==> src/rtl/seq_pkg.sv <==
// Shared definitions for the instruction fetch sequencer.
//   seq_state_e : sequencer FSM states
//   OPCODE_MSB/LSB, OPERAND_MSB/LSB : field split of an instruction word.
//     The opcode occupies the MSBs and the operand the LSBs.
// Optional feature macro used by the sequencer: SEQ_LOOP_EN.
package seq_pkg;

  localparam int SEQ_OPCODE_WIDTH  = 3;
  localparam int SEQ_OPERAND_WIDTH = 8;
  localparam int SEQ_INSTR_WIDTH   = SEQ_OPCODE_WIDTH + SEQ_OPERAND_WIDTH;
  localparam int SEQ_PC_WIDTH      = 6;

  localparam int OPCODE_MSB  = SEQ_INSTR_WIDTH - 1;
  localparam int OPCODE_LSB  = SEQ_OPERAND_WIDTH;
  localparam int OPERAND_MSB = SEQ_OPERAND_WIDTH - 1;
  localparam int OPERAND_LSB = 0;

  typedef enum logic [2:0] {
    IDLE  = 3'd0,
    FETCH = 3'd1,
    LOAD  = 3'd2,
    EXEC  = 3'd3,
    WAIT  = 3'd4,
    DONE  = 3'd5
  } seq_state_e;

endpackage

==> src/rtl/instr_fetch_sequencer_wait_counter.sv <==
// wait_counter: stall counter for the WAIT instruction.
// Ports:
//   clk, rst_n  : clock, asynchronous active-low reset
//   load        : load load_value (has priority over dec)
//   load_value  : stall length in cycles
//   dec         : decrement by one (saturates at zero)
//   tc          : terminal count, high while the count equals 1
module wait_counter #(
  parameter int WIDTH = 8
) (
  input  logic             clk,
  input  logic             rst_n,
  input  logic             load,
  input  logic [WIDTH-1:0] load_value,
  input  logic             dec,
  output logic             tc
);

  logic [WIDTH-1:0] count_reg;

  always_ff @(posedge clk or negedge rst_n) begin
    if (!rst_n) begin
      count_reg <= '0;
    end else if (load) begin
      count_reg <= load_value;
    end else if (dec && (count_reg != '0)) begin
      count_reg <= count_reg - 1'b1;
    end
  end

  // Terminal count at 1 so the last stall cycle is the one that leaves WAIT.
  assign tc = (count_reg == WIDTH'(1));

endmodule

==> src/rtl/instr_fetch_sequencer.sv <==
// instr_fetch_sequencer: program sequencer feeding the instruction decoder.
// Fetches words from a synchronous-read program memory (address 0 to the
// latched last address), splits them into opcode/operand and issues one
// instruction per FETCH/LOAD/EXEC slot. A decoder WAIT flag (f_wait) during
// EXEC stalls the sequence for operand cycles.
// Ports:
//   clk, rst_n       : clock, asynchronous active-low reset
//   start, prog_last : start request and last program address
//   imem_rd_en/addr  : program memory read strobe and address
//   imem_rdata       : read data, valid the cycle after imem_rd_en
//   opcode, operand  : registered instruction fields
//   instr_valid      : one-cycle pulse per issued instruction
//   f_wait           : decoder WAIT flag, looked at only in EXEC
//   busy, done       : activity and completion status
//   loop_mode, loop_count : only when SEQ_LOOP_EN is defined; the program
//                      restarts at 0 instead of finishing and counts loops.
module instr_fetch_sequencer
  import seq_pkg::*;
#(
  parameter int OPCODE_WIDTH  = SEQ_OPCODE_WIDTH,
  parameter int OPERAND_WIDTH = SEQ_OPERAND_WIDTH,
  parameter int INSTR_WIDTH   = OPCODE_WIDTH + OPERAND_WIDTH,
  parameter int PC_WIDTH      = SEQ_PC_WIDTH
) (
  input  logic                     clk,
  input  logic                     rst_n,
  input  logic                     start,
  input  logic [PC_WIDTH-1:0]      prog_last,
  output logic                     imem_rd_en,
  output logic [PC_WIDTH-1:0]      imem_addr,
  input  logic [INSTR_WIDTH-1:0]   imem_rdata,
  output logic [OPCODE_WIDTH-1:0]  opcode,
  output logic [OPERAND_WIDTH-1:0] operand,
  output logic                     instr_valid,
  input  logic                     f_wait,
  output logic                     busy,
`ifdef SEQ_LOOP_EN
  input  logic                     loop_mode,
  output logic [7:0]               loop_count,
`endif
  output logic                     done
);

  seq_state_e             state_reg, state_next;
  logic [PC_WIDTH-1:0]    pc_reg, pc_next;
  logic [PC_WIDTH-1:0]    last_reg, last_next;
  logic [INSTR_WIDTH-1:0] ir_reg, ir_next;
  logic                   cnt_load, cnt_dec, cnt_tc;
  logic                   adv;
`ifdef SEQ_LOOP_EN
  logic [7:0]             loop_count_reg, loop_count_next;
`endif

  wait_counter #(.WIDTH(OPERAND_WIDTH)) u_wait_counter (
    .clk        (clk),
    .rst_n      (rst_n),
    .load       (cnt_load),
    .load_value (operand),
    .dec        (cnt_dec),
    .tc         (cnt_tc)
  );

  always_ff @(posedge clk or negedge rst_n) begin
    if (!rst_n) begin
      state_reg <= IDLE;
      pc_reg    <= '0;
      last_reg  <= '0;
      ir_reg    <= '0;
`ifdef SEQ_LOOP_EN
      loop_count_reg <= '0;
`endif
    end else begin
      state_reg <= state_next;
      pc_reg    <= pc_next;
      last_reg  <= last_next;
      ir_reg    <= ir_next;
`ifdef SEQ_LOOP_EN
      loop_count_reg <= loop_count_next;
`endif
    end
  end

  always_comb begin
    state_next = state_reg;
    pc_next    = pc_reg;
    last_next  = last_reg;
    ir_next    = ir_reg;
    cnt_load   = 1'b0;
    cnt_dec    = 1'b0;
    adv        = 1'b0;
`ifdef SEQ_LOOP_EN
    loop_count_next = loop_count_reg;
`endif

    case (state_reg)
      IDLE, DONE: begin
        if (start) begin
          pc_next    = '0;
          last_next  = prog_last;
          state_next = FETCH;
`ifdef SEQ_LOOP_EN
          loop_count_next = '0;
`endif
        end
      end
      FETCH: state_next = LOAD;
      LOAD: begin
        ir_next    = imem_rdata;
        state_next = EXEC;
      end
      EXEC: begin
        // A zero-length WAIT behaves like any other instruction.
        if (f_wait && (operand != '0)) begin
          cnt_load   = 1'b1;
          state_next = WAIT;
        end else begin
          adv = 1'b1;
        end
      end
      WAIT: begin
        cnt_dec = 1'b1;
        if (cnt_tc) adv = 1'b1;
      end
      default: state_next = IDLE;
    endcase

    // Advance step on the edge leaving EXEC or WAIT. Comparing against the
    // latched last address before incrementing keeps pc from ever wrapping.
    if (adv) begin
      if (pc_reg == last_reg) begin
`ifdef SEQ_LOOP_EN
        if (loop_mode) begin
          pc_next         = '0;
          loop_count_next = loop_count_reg + 8'd1;
          state_next      = FETCH;
        end else begin
          state_next = DONE;
        end
`else
        state_next = DONE;
`endif
      end else begin
        pc_next    = pc_reg + 1'b1;
        state_next = FETCH;
      end
    end
  end

  assign imem_rd_en  = (state_reg == FETCH);
  assign imem_addr   = pc_reg;
  assign opcode      = ir_reg[OPCODE_MSB:OPCODE_LSB];
  assign operand     = ir_reg[OPERAND_MSB:OPERAND_LSB];
  assign instr_valid = (state_reg == EXEC);
  assign busy        = (state_reg != IDLE) && (state_reg != DONE);
  assign done        = (state_reg == DONE);
`ifdef SEQ_LOOP_EN
  assign loop_count  = loop_count_reg;
`endif

endmodule

==> config.mk <==
export PLATFORM = sky130hd
export DESIGN_NAME = instr_fetch_sequencer
export DESIGN_NICKNAME = d
export VERILOG_FILES = /design/src/rtl/seq_pkg.sv /design/src/rtl/instr_fetch_sequencer_wait_counter.sv /design/src/rtl/instr_fetch_sequencer.sv
export SDC_FILE = /design/constraint.sdc
export NUM_CORES = 1
export LEC_CHECK = 0
export BUFFER_PORTS_ARGS = -buffer_cell sky130_fd_sc_hd__clkbuf_2
export CAP_MARGIN = 40
export CORE_MARGIN = 4
export CORE_UTILIZATION = 53
export DETAILED_ROUTE_END_ITERATION = 8
export PLACE_DENSITY = 0.82
export SYNTH_ARGS = -nofsm -noshare
export SYNTH_HDL_FRONTEND = slang
export SYNTH_SLANG_ARGS = --single-unit
==> constraint.sdc <==
create_clock -name clk -period 2.2 [get_ports clk]
set_input_delay 0.11 -clock clk [delete_from_list [all_inputs] [get_ports clk]]
set_output_delay 0.11 -clock clk [all_outputs]
set_load 0.005 [all_outputs]
==> impl.org <==
** Clocking
- The clock net in this run drives a total of 34 sinks.
- Clock latency on the worst-skew pair :: 350 ps
- Number of hold buffers added after CTS :: 16
- Count of H-tree levels built during CTS :: 2
- After clock tree synthesis, the repair step resized 0 gates.
- Buffers added to address setup during post-CTS repair amount to 0.
- Root buffer cell :: sky130_fd_sc_hd__clkbuf_4
- Clock tree from TritonCTS :: yes
- The clock passes through at most 2 buffers.
- Clock slew at the register clock pins of the worst setup and hold paths :: around 110 ps
- The number of clock buffers added by TritonCTS is 5.

** Routing
- For this block, the initial DRC count from the detailed router was slightly below 70.
- Dividing the detail-routed wire length by the instance count gives 15.8 um.
- Final wirelength :: 4220 um
- The routed layout has 1,470 vias.
- For this run, design rule violations remaining after detail routing come to 0.
- Post-detailed-route count of antenna-violating nets :: 0
- Before antenna repair, the detailed router went through 4 iterations.
- Using the TritonRoute via totals, the vias-per-cell ratio works out to approximately 5.5.

** Yosys
- Number of enable flip-flop cells after synthesis :: 0
- The Yosys step of the flow raised 0 warnings.
- Library cells used by synthesis :: 45
- Top FF cell, synth :: sky130_fd_sc_hd__dfrtp_1
- For this run, the register share of the synthesized area comes to 0.475.
- The cell area that synthesis handed to floorplanning was 0.00179 mm^2.
- FF+latch count, synth :: 34
- Each instance of the synthesized netlist takes up on average between 10 and 15 um^2.
- Count of mapped cells out of synthesis :: 160
- Share of synthesized registers carrying an async set or reset :: 1.00
- The number of nets in the synthesized netlist is 184.

** Run status
- Result of the run :: completed

** Final layout
- The filler cells instantiated in the layout total 232.
- Final design utilization :: 0.720
- The register with the most flip-flops in the layout has 11 of them.
- Final #Nets :: 246
- After the flow finishes, the layout carries non-filler instances totaling between 200 and 300.
- ANT cells :: 0
- The area growth from synthesis to layout is 26.6%.
- Fraction of final layout cells with drive strength greater than 1 :: 0.368

** Die
- The floorplan step defined a die boundary enclosing 0.00438 mm^2.
- FP Rows :: 20
- I/O pin count :: between 40 and 50
- From left edge to right edge, the die measures 66.2 um.
- Die H :: 66.2 um
- Core area :: 0.00315 mm^2
- Initial standard-cell utilization of the core :: 0.569

** Power
- Overall power of the completed layout :: 0.00276 W
- IR analysis of the VDD net gives a maximum drop of 0.907 mV.
- PwrDens :: between 1000 and 1500 mW/mm^2
- In this run the static leakage power is a little over 1 nW.

** STA
- For the final database, setup skew stands at 12.1 ps.
- Fin Setup TNS :: 0 ps
- Setup violations remaining at the end of the flow were counted as 0.
- Headroom to the max-slew limit came out at 0.455.
- At the pin with the least slew margin, the transition time is about 820 ps.
- For the finished layout, the period the worst path requires is ~1900 ps.
- Dividing the final minimum period by the clock period gives 0.869.
- Worst-case hold slack :: around 59 ps
- Highest achievable clock rate :: 523 MHz
- The total count of max-transition violations in the final report came to 0.
- The count of endpoints failing hold in the final timing report came to 0.
- Setup repair after global routing missed its margin :: no

** Global route
- Global Route met1 Usage :: 0.268
- GRT Total Usage :: 0.217
- Initial antenna violation count :: 0
- For this run the aggregate overflow at the end of global routing stands at 0.
- Pin count of the biggest net entering global routing :: 35
- In the global route stage, met2 resource usage came out at 0.354.
- The via count of the first global-routing pass was 1,488.
- Routing usage on met3 :: 0.0748
- Busiest layer in global routing :: met2
- Wire length of the first global-routing pass :: 7050 um

** Worst setup path
- Critical Path Max Stage Delay :: 460 ps
- Walking the worst path, the cells encountered are xor2_1 -> nor4_1 -> and3_1 -> nor2_2 -> a221o_1.
- Critical Path Slowest Stage Cell :: sky130_fd_sc_hd__dfrtp_1
- Along the worst path, the maximum fanout reaches 6.
- STA classifies the critical path startpoint as a flop.
- At the worst endpoint, the arrival time is 2150 ps.
- In this run the worst setup path begins at imem_addr[0].
- Data required time at the worst endpoint :: around 2400 ps
- STA classifies the critical path endpoint as a flop.
- The critical path is of the flop to flop type.
- Reg-to-reg critical path startpoint :: imem_addr[0]

** Placed design
- Once detailed placement completed, the half-perimeter wirelength came to 2830 um.
- Gpl congestion :: 0.909
- Count of input and output buffers :: 41
- Counting tap cells, the placed design contains a total of 241 instances.

** Run
- Across the run, the number of max-cap violations was 0.

** Worst hold path
- The worst hold path begins at start.
- The min-delay analysis places its worst path in the category primary input to flop.
==> worst paths after layout <==
path	endpoint	slack, ps	cells past startpoint
setup / recovery	imem_addr[5]	290	5
hold / removal	state_reg[2]	60	4
setup reg to reg	imem_addr[5]	290	5
hold reg to reg	ir_reg[9]	540	1
max in group asynchronous	ir_reg[4]	1300	2
min in group asynchronous	imem_addr[5]	380	2
==> synthesized netlist by cell type, types with 2 or more instances <==
library cell               count  area share
sky130_fd_sc_hd__nor2_1        7       0.015
sky130_fd_sc_hd__dfrtp_1      34        0.47
sky130_fd_sc_hd__or2_2         3       0.010
sky130_fd_sc_hd__o21ai_1       2      0.0056
sky130_fd_sc_hd__inv_1         5       0.010
sky130_fd_sc_hd__nor3b_1       2      0.0084
sky130_fd_sc_hd__nand3_1       8       0.022
sky130_fd_sc_hd__and2_1        4       0.014
sky130_fd_sc_hd__nor4_1        5       0.017
sky130_fd_sc_hd__nand2b_1      2      0.0070
sky130_fd_sc_hd__mux2_2       18        0.11
sky130_fd_sc_hd__xor2_1        6       0.029
sky130_fd_sc_hd__a21oi_1       3      0.0084
sky130_fd_sc_hd__nor2b_1       2      0.0070
sky130_fd_sc_hd__buf_2         4       0.011
sky130_fd_sc_hd__nand2_1      14       0.029
sky130_fd_sc_hd__xnor2_1       3       0.015
sky130_fd_sc_hd__a221o_1       5       0.028
sky130_fd_sc_hd__ha_1          3       0.021
sky130_fd_sc_hd__nor3_1        5       0.014
==> through the flow <==
stage          instance area, um^2  setup slack [ps]
2_1_floorplan                 1790               520
3_3_place_gp                  2030               415
3_5_place_dp                  2030               366
4_1_cts                       2250               346
5_1_grt                       2270               215
6_report                      2270               287
==> routing by layer <==
layer / up-vias / wire [um]
met5: - / 0
met4: 0 / 54
met3: 6 / 287
met2: 50 / 2100
met1: 709 / 1780
li1: 705 / -
==> critical path: cells and delay by family, from the launching register on <==
kind | cells | cell delay, ps
AO/OA/AOI/OAI | 1 | 350
XOR/XNOR | 1 | 170
flip-flops | 1 | 460
AND/OR/NAND/NOR | 3 | 830
==> cells by family (layout without fill, tap and decap cells) <==
kind of cell | Yosys count | count (layout) | synth area share
buf+inv | 11 | 74 | 0.0300
compound gates | 23 | 23 | 0.117
fa+ha+maj | 3 | 3 | 0.0209
xor+xnor | 9 | 9 | 0.0440
simple gates | 62 | 62 | 0.201
mux | 18 | 18 | 0.113
flops | 34 | 34 | 0.475
==> where the power goes <==
| group | switching (W) | leakage (nW) | internal, W | total [W] |
|---|---|---|---|---|
| Combinational | 0.000530 | 0.574 | 0.000617 | 0.00115 |
| Clock | 0.000213 | 0.0353 | 0.000155 | 0.000368 |
| Sequential | 0.000341 | 0.417 | 0.000906 | 0.00125 |
==> cells in the final DEF (no fill, tap or decap), types with 4 or more instances in the layout <==
cell type                       Yosys  final
sky130_fd_sc_hd__mux2_2            18     18
sky130_fd_sc_hd__nor2_1             7      7
sky130_fd_sc_hd__a221o_1            5      5
sky130_fd_sc_hd__nand3_1            8      8
sky130_fd_sc_hd__nor3_1             5      5
sky130_fd_sc_hd__nor4_1             5      5
sky130_fd_sc_hd__dlygate4sd3_1      0     18
sky130_fd_sc_hd__clkbuf_4           0      5
sky130_fd_sc_hd__clkbuf_2           0     41
sky130_fd_sc_hd__dfrtp_1           34     34
sky130_fd_sc_hd__nand2_1           14     14
sky130_fd_sc_hd__inv_1              5      5
sky130_fd_sc_hd__xor2_1             6      6
sky130_fd_sc_hd__and2_1             4      4
==> layout make-up <==
cell class / count / area (um^2) / share of cell area
clock inverters: 1 / 5.00 / 0.00221
flip-flops and latches: 34 / 851 / 0.375
inverters: 6 / 22.5 / 0.00992
repair buffers: 60 / 393 / 0.173
clock buffers: 7 / 55.1 / 0.0243
multi-input cells: 115 / 888 / 0.391
well taps: 44 / 55.1 / 0.0243
(Power assumes the default switching activity.)
